===== config.mk =====
export PLATFORM = sky130hd
export DESIGN_NAME = tr_step_gen
export DESIGN_NICKNAME = d
export VERILOG_FILES = /design/src/rtl/tr_pkg.sv /design/src/rtl/tr_step_gen_step_pulse_gen.sv /design/src/rtl/tr_step_gen.sv
export SDC_FILE = /design/constraint.sdc
export NUM_CORES = 1
export LEC_CHECK = 0
export CORE_ASPECT_RATIO = 1.25
export CORE_MARGIN = 8
export CORE_UTILIZATION = 50
export CTS_BUF_LIST = sky130_fd_sc_hd__clkbuf_4 sky130_fd_sc_hd__clkbuf_8 sky130_fd_sc_hd__clkbuf_16
export DETAILED_ROUTE_END_ITERATION = 8
export GPL_TIMING_DRIVEN = 0
export PLACE_DENSITY = 0.71
export SLEW_MARGIN = 5
export SYNTH_ARGS = -nofsm -noshare
export SYNTH_HDL_FRONTEND = slang
export SYNTH_SLANG_ARGS = --single-unit

===== constraint.sdc =====
create_clock -name clk -period 7.5 [get_ports clk]
set_clock_uncertainty 0.1 [all_clocks]
set_input_delay 1.125 -clock clk [delete_from_list [all_inputs] [get_ports clk]]
set_output_delay 1.125 -clock clk [all_outputs]
set_load 0.05 [all_outputs]

===== src/rtl/tr_pkg.sv =====
// rtl/tr_pkg.sv - shared state encoding and profile saturation helper for tr_step_gen
package tr_pkg;

    localparam logic [1:0] ST_IDLE  = 2'd0;
    localparam logic [1:0] ST_TRACK = 2'd1;
    localparam logic [1:0] ST_HOLD  = 2'd2;

    // f1 - prod, floored at f2; a negative result (prod > f1) also lands on f2
    function automatic logic [63:0] sat_ramp(input logic [63:0] f1,
                                             input logic [63:0] prod,
                                             input logic [63:0] f2);
        logic [63:0] r;
        if (prod > f1) begin
            r = 64'd0;
        end else begin
            r = f1 - prod;
        end
        return (r < f2) ? f2 : r;
    endfunction

endpackage


===== src/rtl/tr_step_gen_step_pulse_gen.sv =====
// rtl/tr_step_gen_step_pulse_gen.sv - period counter, pulse-width timer, direction guard and step counter
module step_pulse_gen #(
    parameter int WIDTH_WORK = 16,
    parameter int PULSE_W    = 4,
    parameter int DIR_SETUP  = 8,
    parameter int CNT_W      = 32
) (
    input  logic                  clk,
    input  logic                  rst,
    input  logic                  track,
    input  logic                  dir_q,
    input  logic [WIDTH_WORK-1:0] period,
    output logic                  drv_step,
    output logic                  drv_dir,
    output logic [CNT_W-1:0]      step_cnt
);

    localparam int GW  = $clog2(DIR_SETUP + 1);
    localparam int PWW = $clog2(PULSE_W + 1);

    logic [WIDTH_WORK-1:0] cnt_d, cnt_q;
    logic [GW-1:0]         guard_d, guard_q;
    logic [PWW-1:0]        width_d, width_q;
    logic                  step_d, step_q;
    logic                  dir_d, dir_r_q;
    logic                  issue_d, issue_q;
    logic [CNT_W-1:0]      step_cnt_d, step_cnt_q;
    logic                  rev_pending, dir_load;

    assign rev_pending = (dir_q != dir_r_q);
    // The direction pin only moves once the pulse pin is low, so no edge shares a pulse
    assign dir_load    = rev_pending && !step_q;

    always_comb begin
        cnt_d      = cnt_q;
        guard_d    = guard_q;
        width_d    = width_q;
        step_d     = step_q;
        dir_d      = dir_r_q;
        issue_d    = 1'b0;
        step_cnt_d = step_cnt_q;

        if (step_q) begin
            if (width_q == '0) begin
                step_d = 1'b0;
            end else begin
                width_d = width_q - 1'b1;
            end
        end

        if (dir_load) begin
            dir_d   = dir_q;
            guard_d = GW'(DIR_SETUP);
        end else if (guard_q != '0) begin
            guard_d = guard_q - 1'b1;
        end

        if (!track || dir_load || (guard_q != '0)) begin
            cnt_d = '0;
        end else if (!rev_pending && !step_q && (cnt_q >= period - 1'b1)) begin
            cnt_d   = '0;
            step_d  = 1'b1;
            width_d = PWW'(PULSE_W - 1);
            issue_d = 1'b1;
        end else begin
            cnt_d = cnt_q + 1'b1;
        end

        if (issue_q) begin
            step_cnt_d = step_cnt_q + 1'b1;
        end
    end

    always_ff @(posedge clk or posedge rst) begin
        if (rst) begin
            cnt_q      <= '0;
            guard_q    <= '0;
            width_q    <= '0;
            step_q     <= 1'b0;
            dir_r_q    <= 1'b1;
            issue_q    <= 1'b0;
            step_cnt_q <= '0;
        end else begin
            cnt_q      <= cnt_d;
            guard_q    <= guard_d;
            width_q    <= width_d;
            step_q     <= step_d;
            dir_r_q    <= dir_d;
            issue_q    <= issue_d;
            step_cnt_q <= step_cnt_d;
        end
    end

    assign drv_step = step_q;
    assign drv_dir  = dir_r_q;
    assign step_cnt = step_cnt_q;

endmodule


===== src/rtl/tr_step_gen.sv =====
// rtl/tr_step_gen.sv - tracking-mode stepper controller: distance/profile, sample registers, enable/deadzone FSM
module tr_step_gen
    import tr_pkg::*;
#(
    parameter int WIDTH_IN   = 12,
    parameter int WIDTH_WORK = 16,
    parameter int DEADZONE   = 50,
    parameter int PULSE_W    = 4,
    parameter int DIR_SETUP  = 8,
    parameter int MIN_PERIOD = 10,
    parameter int CNT_W      = 32
) (
    input  logic                  clk,
    input  logic                  rst,
    input  logic                  data_valid,
    input  logic                  tr_mode_enable,
    input  logic [WIDTH_IN-1:0]   x0,
    input  logic [WIDTH_WORK-1:0] x,
    input  logic [WIDTH_WORK-1:0] dx1,
    input  logic [WIDTH_WORK-1:0] dx2,
    input  logic [WIDTH_WORK-1:0] F1,
    input  logic [WIDTH_WORK-1:0] F2,
    input  logic [WIDTH_WORK-1:0] k,
    output logic [WIDTH_WORK-1:0] period,
    output logic                  drv_step,
    output logic                  drv_dir,
    output logic                  drv_enable,
    output logic [CNT_W-1:0]      step_cnt,
    output logic [1:0]            state
);

    localparam int PW = 2 * WIDTH_WORK;
    localparam logic [WIDTH_WORK-1:0] MIN_P = WIDTH_WORK'(MIN_PERIOD);
    localparam logic [WIDTH_WORK-1:0] DZ    = WIDTH_WORK'(DEADZONE);

    logic [WIDTH_WORK-1:0] x0_ext, dx, prof, period_new;
    logic [WIDTH_WORK-1:0] dx_d, dx_q, period_d, period_q;
    logic [PW-1:0]         prod;
    logic                  dir_req, dir_d, dir_q;
    logic [1:0]            state_d, state_q;
    logic                  drv_enable_d, drv_enable_q;

    assign x0_ext = WIDTH_WORK'(x0);

    always_comb begin
        if (x <= x0_ext) begin
            dx      = x0_ext - x;
            dir_req = 1'b1;
        end else begin
            dx      = x - x0_ext;
            dir_req = 1'b0;
        end
        prod = PW'(k) * PW'(dx - dx1);
        if (dx >= dx2) begin
            prof = F2;
        end else if (dx >= dx1) begin
            prof = WIDTH_WORK'(sat_ramp(64'(F1), 64'(prod), 64'(F2)));
        end else begin
            prof = F1;
        end
        period_new = (prof < MIN_P) ? MIN_P : prof;

        dx_d     = data_valid ? dx         : dx_q;
        dir_d    = data_valid ? dir_req    : dir_q;
        period_d = data_valid ? period_new : period_q;
    end

    // FSM sees only the registered sample, so it reacts one cycle after the sample lands
    always_comb begin
        state_d = state_q;
        case (state_q)
            ST_IDLE:  if (tr_mode_enable) state_d = ST_TRACK;
            ST_TRACK: if (dx_q == '0)     state_d = ST_HOLD;
            ST_HOLD:  if (dx_q >= DZ)     state_d = ST_TRACK;
            default:  state_d = ST_IDLE;
        endcase
        if (!tr_mode_enable) begin
            state_d = ST_IDLE;
        end
        drv_enable_d = (state_d == ST_TRACK);
    end

    always_ff @(posedge clk or posedge rst) begin
        if (rst) begin
            dx_q         <= '0;
            dir_q        <= 1'b1;
            period_q     <= '0;
            state_q      <= ST_IDLE;
            drv_enable_q <= 1'b0;
        end else begin
            dx_q         <= dx_d;
            dir_q        <= dir_d;
            period_q     <= period_d;
            state_q      <= state_d;
            drv_enable_q <= drv_enable_d;
        end
    end

    step_pulse_gen #(
        .WIDTH_WORK (WIDTH_WORK),
        .PULSE_W    (PULSE_W),
        .DIR_SETUP  (DIR_SETUP),
        .CNT_W      (CNT_W)
    ) u_step (
        .clk      (clk),
        .rst      (rst),
        .track    (drv_enable_q),
        .dir_q    (dir_q),
        .period   (period_q),
        .drv_step (drv_step),
        .drv_dir  (drv_dir),
        .step_cnt (step_cnt)
    );

    assign period     = period_q;
    assign drv_enable = drv_enable_q;
    assign state      = state_q;

endmodule

==> metrics.md, run 1 <==
| Metric | Value |
|---|---|
| Status | complete, but fails checks |
| Violated checks | negative setup slack |
| Worst Tran Pin Value | 1.14 ns |
| Worst Setup End Kind | flip-flop |
| First-pass GRT wire length | 88,500 um |
| Mux contribution to synthesized area | 1.73% |
| Post-Layout Inst Area | 23,700 sq um |
| CTS Buf Count | 9 |
| Gate Count Post-Synth | 2,156 |
| Area growth, synth to finish | 30.0% |
| Startpoint types | primary input |
| RSZ-0062 raised after global routing | true |
| Vias in the first global route | 17,400 |
| Clock Latency Late Sink | 0.35 ns |
| Crit-path most repeated cell | a21oi_2 |
| CP max FO | 10 |
| Count of buffers from port buffering | 163 |
| Largest family of logic cells by synthesized area | adder cells |
| CP arrival | 14.47 ns |
| Gpl congestion | 0.958 |
| CP startpoint | x[0] |
| Vias/cell | 5.59 |
| Setup CP Type | primary input to flip-flop |
| Commonest cells post-synth | 374 x inv_1, 228 x ha_1, 222 x nand2_1 |
| CORE AREA | 36,100 sq um |
| IO Pins | 165 |
| Async S/R FF share, synth | 100% |
| Setup TNS | -101.09 ns |
| Max_slew headroom | 23.5% |
| Register area share after synthesis | 12.9% |
| Worst Path Required | 7.67 ns |
| Die width | 187 um |
| Share of layout cells above drive strength 1 | 18.7% |
| Post-synth top area share | 23.4% |
| Post-detailed-route count of antenna-violating nets | 0 |
| Post-synth EDFFs | 0 |
| Total wire length | 55,200 um |
| Die area | 42,900 sq um |
| Synth top area cells | fa_1 23%, ha_1 16%, dfrtp_1 13% |
| XOR/XNOR Fraction of Synth Area | 6.08% |
| Area of the mapped netlist | 18,200 sq um |
| Tcrit/Tclk final | 191% |
| Clock sinks | 94 |
| Peak Freq | 69.9 MHz |
| CP peak stage delay | 0.60 ns |
| Average size of a mapped cell | 8.46 sq um |
| Hold Crit Start | u_step.step_cnt[31]$_DFFE_PP0P_ |
| Largest area contributor in the netlist | fa_1 |
| Synth warn | 0 |
| TritonCTS clock tree | done |
| Clock buffer depth | 2 |
| Pin count of the biggest net entering global routing | 55 |
| Min-delay worst type | flip-flop to flip-flop |
| Final worst slack | -6.80 ns |
| Syn nets | 2,709 |
| Final setup violating endpoints | 16 |
| Main synth FF type | dfrtp_1 |
| WL per Instance | 18.8 um |
| Critical Path Slowest Stage Cell | fa_2 |
| Initial core utilization | 50.5% |
| Total congestion overflow | 0 |
| DRC errors left | 0 |
| Worst r2r src | period[2]$_DFFE_PP0P_ |
| Adder-cell area share of the yosys netlist | 39.0% |
| Number of synthesized register bits | 94 |
| Nets@finish | 3,007 |
| Most common cell in the netlist | inv_1 |
| HPWL Detailed | 43,600 um |
| Fin. max-slew vios | 0 |
| Max cap viols | 0 |
| H-tree lvl count | 3 |
| 1st-iter DRT viols | 801 |
| Synth Area in Compound Gates | 12.7% |
| Hold Vio Cnt, Final | 0 |
| Placed inst area | 20,900 sq um |
| TritonRoute pass-1 iters | 5 |
| Post-Synth Simple-Gate Area | 18.5% |
| Initial antenna violation count | 0 |
| Minimum clock period | 14.30 ns |
| Worst-path clk slew | 0.07 ns |
| Die height | 230 um |
| Antenna Cells | 0 |
| Total Routing Usage GR | 25.3% |
| Place WS | -8.74 ns |
| Netlist cell types | 79 |
| FP Rows | 78 |
| Vias | 16,400 |
| Root Driver | clkbuf_16 |
worst max-delay path: cells and delay by family:
kind / cells / cell delay (ns)
buffers and inverters: 11 / 1.31
and+or+nand+nor: 8 / 1.53
adders and majority gates: 11 / 4.40
muxes: 1 / 0.20
xor gates and xnor gates: 3 / 0.59
AOI/OAI and AO/OA: 26 / 5.24
path summary, 6_finish.rpt:
check                                                  endpoint  slack [ns]  depth (start not counted)
max in group asynchronous                     dir_q$_DFFE_PP1P_        5.54                          3
worst max register to register       u_step.cnt_q[14]$_DFF_PP0_        3.63                         16
worst min-delay path            u_step.step_cnt[31]$_DFFE_PP0P_        0.38                          1
worst min register to register  u_step.step_cnt[31]$_DFFE_PP0P_        0.38                          1
worst max-delay path                      period[3]$_DFFE_PP0P_       -6.80                         60
min in group asynchronous        u_step.step_cnt[4]$_DFFE_PP0P_        1.09                          2
sequential cells by signal (all words and copies together), names as in the netlist:
signal / cells
u_step.step_cnt: 32
dx_q: 16
period: 16
u_step.cnt_q: 16
u_step.guard_q: 4
u_step.width_q: 3
state: 2
dir_q: 1
drv_enable: 1
u_step.drv_dir: 1
u_step.drv_step: 1
u_step.issue_q: 1
routing by layer:
| layer | wire (um) | vias to the layer above | track usage, % |
|---|---|---|---|
| li1 | - | 7616 | - |
| met1 | 20600 | 8127 | 28.1 |
| met2 | 28800 | 524 | 46.7 |
| met3 | 2600 | 170 | 2.89 |
| met4 | 3160 | 0 | 13.2 |
| met5 | 0 | - | 0 |
stage by stage:
step,hold WS [ns],std cells,utilization (%)
2_1_floorplan,0.353,2156,-
3_3_place_gp,0.358,2799,57.8
3_5_place_dp,0.365,2800,57.9
4_1_cts,0.378,2916,63.7
5_1_grt,0.413,2939,65.7
6_report,0.376,2939,65.7
area by class of cell:
type / count / area (sq um)
Timing Repair Buffer: 293 / 2720
Buffer: 56 / 424
Sequential cell: 94 / 2350
Multi-Input combinational cell: 1625 / 15900
Clock inverter: 7 / 58.8
Tap cell: 480 / 601
Clock buffer: 9 / 225
Fill cell: 2949 / 12400
Inverter: 375 / 1420
layout by cell type (no fill, tap or decap), types with 14 or more instances in the layout:
cell | netlist | final
a21o_1 | 37 | 37
a21oi_1 | 97 | 68
a21oi_2 | 1 | 23
and2_1 | 121 | 118
and3_1 | 21 | 17
buf_4 | 0 | 112
buf_6 | 1 | 14
clkbuf_1 | 59 | 30
clkbuf_8 | 0 | 15
clkdlybuf4s50_1 | 0 | 140
dfrtp_1 | 92 | 92
dlygate4sd2_1 | 0 | 17
fa_1 | 213 | 196
fa_2 | 0 | 17
ha_1 | 228 | 193
ha_4 | 0 | 27
inv_1 | 374 | 357
inv_2 | 0 | 15
mux2_2 | 20 | 18
nand2_1 | 222 | 212
nand2b_1 | 15 | 15
nand3_1 | 42 | 36
nand4_1 | 22 | 22
nor2_1 | 141 | 127
nor2b_1 | 24 | 22
nor3_1 | 25 | 16
o21ai_0 | 61 | 37
o21ai_1 | 10 | 14
xnor2_1 | 78 | 63
xor2_1 | 43 | 37
logic make-up (layout without fill, tap and decap cells):
kind of cell	count (synthesis)	count (layout)
buffers and inverters	437	740
xor gates and xnor gates	123	123
AOI/OAI and AO/OA	344	344
adders and majority gates	441	441
DFF	94	94
muxes	29	29
and+or+nand+nor	688	688
repair_timing:
item | 4_1_cts | 5_1_grt
hold buffers | 0 | 0
setup endpoints to repair | 16 | 16
pin swaps | 128 | 66
cloned | 1 | 0
resized for setup | 250 | 98
buffers inserted | 103 | 26
Power of run 1 is not shown: default switching activity piles up to over one toggle a cycle in this logic, so the estimate is an artifact.
==> run 2, diff against run 1 <==
--- a/config.mk
+++ b/config.mk
@@ -15,4 +15,5 @@
 export SLEW_MARGIN = 5
 export SYNTH_ARGS = -nofsm -noshare
 export SYNTH_HDL_FRONTEND = slang
+export SYNTH_HIERARCHICAL = 1
 export SYNTH_SLANG_ARGS = --single-unit
==> run 2 against run 1 <==
The run still ends with negative setup slack left. Routed wire length is 2.2% higher. Sequential share of layout area decreased by 0.15 points. Utilization rose by 0.50 points. Die area grew 1.2%. Non-clock buffer count up 19. First-iteration DRC count increased by 51%. Critical path depth is 3 higher. Hold slack better by 0.0029 ns.
==> metrics.md, run 2 <==
| Metric | Value |
|---|---|
| Status | complete, but fails checks |
| Violated checks | negative setup slack |
| Peak Freq | 70.0 MHz |
| Commonest cells post-synth | 369 x inv_1, 228 x ha_1, 213 x fa_1 |
| Post-detailed-route count of antenna-violating nets | 0 |
| Max_slew headroom | 36.0% |
| Routed wl met3 | 2570 um |
| Main synth FF type | dfrtp_1 |
| Synth warn | 6 |
| First-pass GRT wire length | 89,200 um |
| Netlist cell types | 87 |
| Fin cells | 2,958 |
| Max cap viols | 0 |
| Largest register FFs | 32 |
| CTS Buf Count | 9 |
| Setup TNS | -103.20 ns |
| Async S/R FF share, synth | 100% |
| Fin. max-slew vios | 0 |
| Area of the mapped netlist | 18,500 sq um |
| CP max FO | 8 |
| Count of buffers from port buffering | 164 |
| Post-synth EDFFs | 0 |
| Vias in the first global route | 17,100 |
| Area growth, synth to finish | 30.3% |
| Register area share after synthesis | 12.7% |
| Min-delay worst type | flip-flop to flip-flop |
| Total congestion overflow | 0 |
| Minimum clock period | 14.29 ns |
| IO Pins | 165 |
| Initial antenna violation count | 1 |
| Pin count of the biggest net entering global routing | 39 |
| Gate Count Post-Synth | 2,160 |
| RSZ-0062 raised after global routing | true |
| Total Routing Usage GR | 25.1% |
| Worst Tran Pin Value | 0.956 ns |
| Die height | 231 um |
| Hold slack final | 0.379 ns |
| Die area | 43,400 sq um |
| Placed inst area | 21,300 sq um |
| HPWL Detailed | 45,100 um |
| Number of synthesized register bits | 94 |
| Die width | 188 um |
| FP Rows | 78 |
| # hold bufs at CTS | 0 |
| Post-synth top area share | 23.1% |
| Vias | 16,600 |
| Post-Layout Inst Area | 24,100 sq um |
| Final worst slack | -6.79 ns |
| Final setup violating endpoints | 16 |
| Clock sinks | 94 |
| 1st-iter DRT viols | 1,213 |
| H-tree lvl count | 3 |
| CP arrival | 14.46 ns |
| Max Used Layer | met4 |
| Clock Latency Late Sink | 0.34 ns |
| Nets@finish | 3,025 |
| Initial core utilization | 50.8% |
| Vias/cell | 5.60 |
| Worst Setup End Kind | flip-flop |
| CP peak stage delay | 0.58 ns |
| Total wire length | 56,400 um |
| Share of layout cells above drive strength 1 | 20.5% |
| Fillcell total | 2,898 |
| Most common cell after layout, fill and taps aside | inv_1 |
| Placed Cells | 2,805 |
| Hold Vio Cnt, Final | 0 |
| Synth top area cells | fa_1 23%, ha_1 15%, dfrtp_1 12% |
| Average size of a mapped cell | 8.56 sq um |
| Tcrit/Tclk final | 190% |
| Root Driver | clkbuf_16 |
| Gpl congestion | 0.949 |
| DRC errors left | 0 |
| Met2 wire len | 28,500 um |
| Most common cell in the netlist | inv_1 |
| Met1 WL | 22,400 um |
| WL per Instance | 19.1 um |
| Worst-path clk slew | 0.07 ns |
| Clock buffer depth | 2 |
| Setup CP Type | primary input to flip-flop |
| CORE AREA | 36,400 sq um |
| TritonCTS clock tree | done |
| Largest area contributor in the netlist | fa_1 |
| Syn nets | 2,713 |
| Critical Path Slowest Stage Cell | fa_1 |
| Commonest non-fill, non-tap cells in the layout | 349 x inv_1, 201 x fa_1, 193 x nand2_1 |
| Startpoint types | primary input |
| TritonRoute pass-1 iters | 5 |
| Worst Path Required | 7.68 ns |
[run 2: per-layer routing]
metal | track usage [%] | up-vias
li1 | - | 7735
met1 | 30.5 | 8125
met2 | 44.5 | 562
met3 | 2.05 | 152
met4 | 11.8 | 0
met5 | 0 | -
[run 2: stage by stage]
step	setup WS, ns	util [%]
6_report	-6.79	66.2
5_1_grt	-7.25	66.2
3_3_place_gp	-8.95	58.3
2_1_floorplan	-5.79	-
4_1_cts	-6.51	64.2
3_5_place_dp	-9.05	58.4
[run 2: timing repair]
item / 4_1_cts / 5_1_grt
endpoints found under the setup margin: 16 / 16
gates resized for setup: 246 / 97
pin swaps: 130 / 96
buffers inserted: 96 / 46
cloned: 1 / 1
[run 2: logic make-up (layout without fill, tap and decap cells)]
kind of cell / Yosys count / count (layout) / share of synthesized area (%)
and+or+nand+nor: 657 / 657 / 18.4
adders and majority gates: 441 / 441 / 38.5
buffers and inverters: 437 / 754 / 8.96
AOI/OAI and AO/OA: 377 / 377 / 13.7
xor gates and xnor gates: 121 / 121 / 5.81
DFF: 94 / 94 / 12.7
muxes: 33 / 33 / 1.92
other: 0 / 1 / 0
[run 2: area by class of cell]
cell class | instances | area [sq um] | area share (%)
Sequential cell | 94 | 2350 | 9.78
Inverter | 370 | 1400 | 5.83
Antenna cell | 1 | 2.50 | 0.0104
Timing Repair Buffer | 308 | 2810 | 11.7
Tap cell | 480 | 601 | 2.49
Clock inverter | 6 | 77.6 | 0.322
Multi-Input combinational cell | 1629 | 16100 | 67.0
Buffer | 60 | 463 | 1.92
Clock buffer | 10 | 239 | 0.992
[run 2: final timing paths]
check                                           startpoint                              end  slack [ns]  depth (start not counted)
min                        u_step/step_cnt[31]$_DFFE_PP0P_  u_step/step_cnt[31]$_DFFE_PP0P_        0.38                          1
min reg2reg                u_step/step_cnt[31]$_DFFE_PP0P_  u_step/step_cnt[31]$_DFFE_PP0P_        0.38                          1
max in group asynchronous                              rst             drv_enable$_DFF_PP0_        5.60                          2
max                                                   x[0]            period[3]$_DFFE_PP0P_       -6.79                         63
min in group asynchronous                              rst  u_step/step_cnt[13]$_DFFE_PP0P_        1.07                          2
max reg2reg                          period[3]$_DFFE_PP0P_       u_step/cnt_q[11]$_DFF_PP0_        3.86                         12
[run 2: worst max-delay path, delay by kind of cell]
family / cells / cell delay [ns]
and+or+nand+nor: 15 / 2.50
AOI/OAI and AO/OA: 22 / 4.42
buffers and inverters: 12 / 1.23
xor gates and xnor gates: 3 / 0.80
adders and majority gates: 11 / 4.35
Power of run 2 is left out for the same reason.
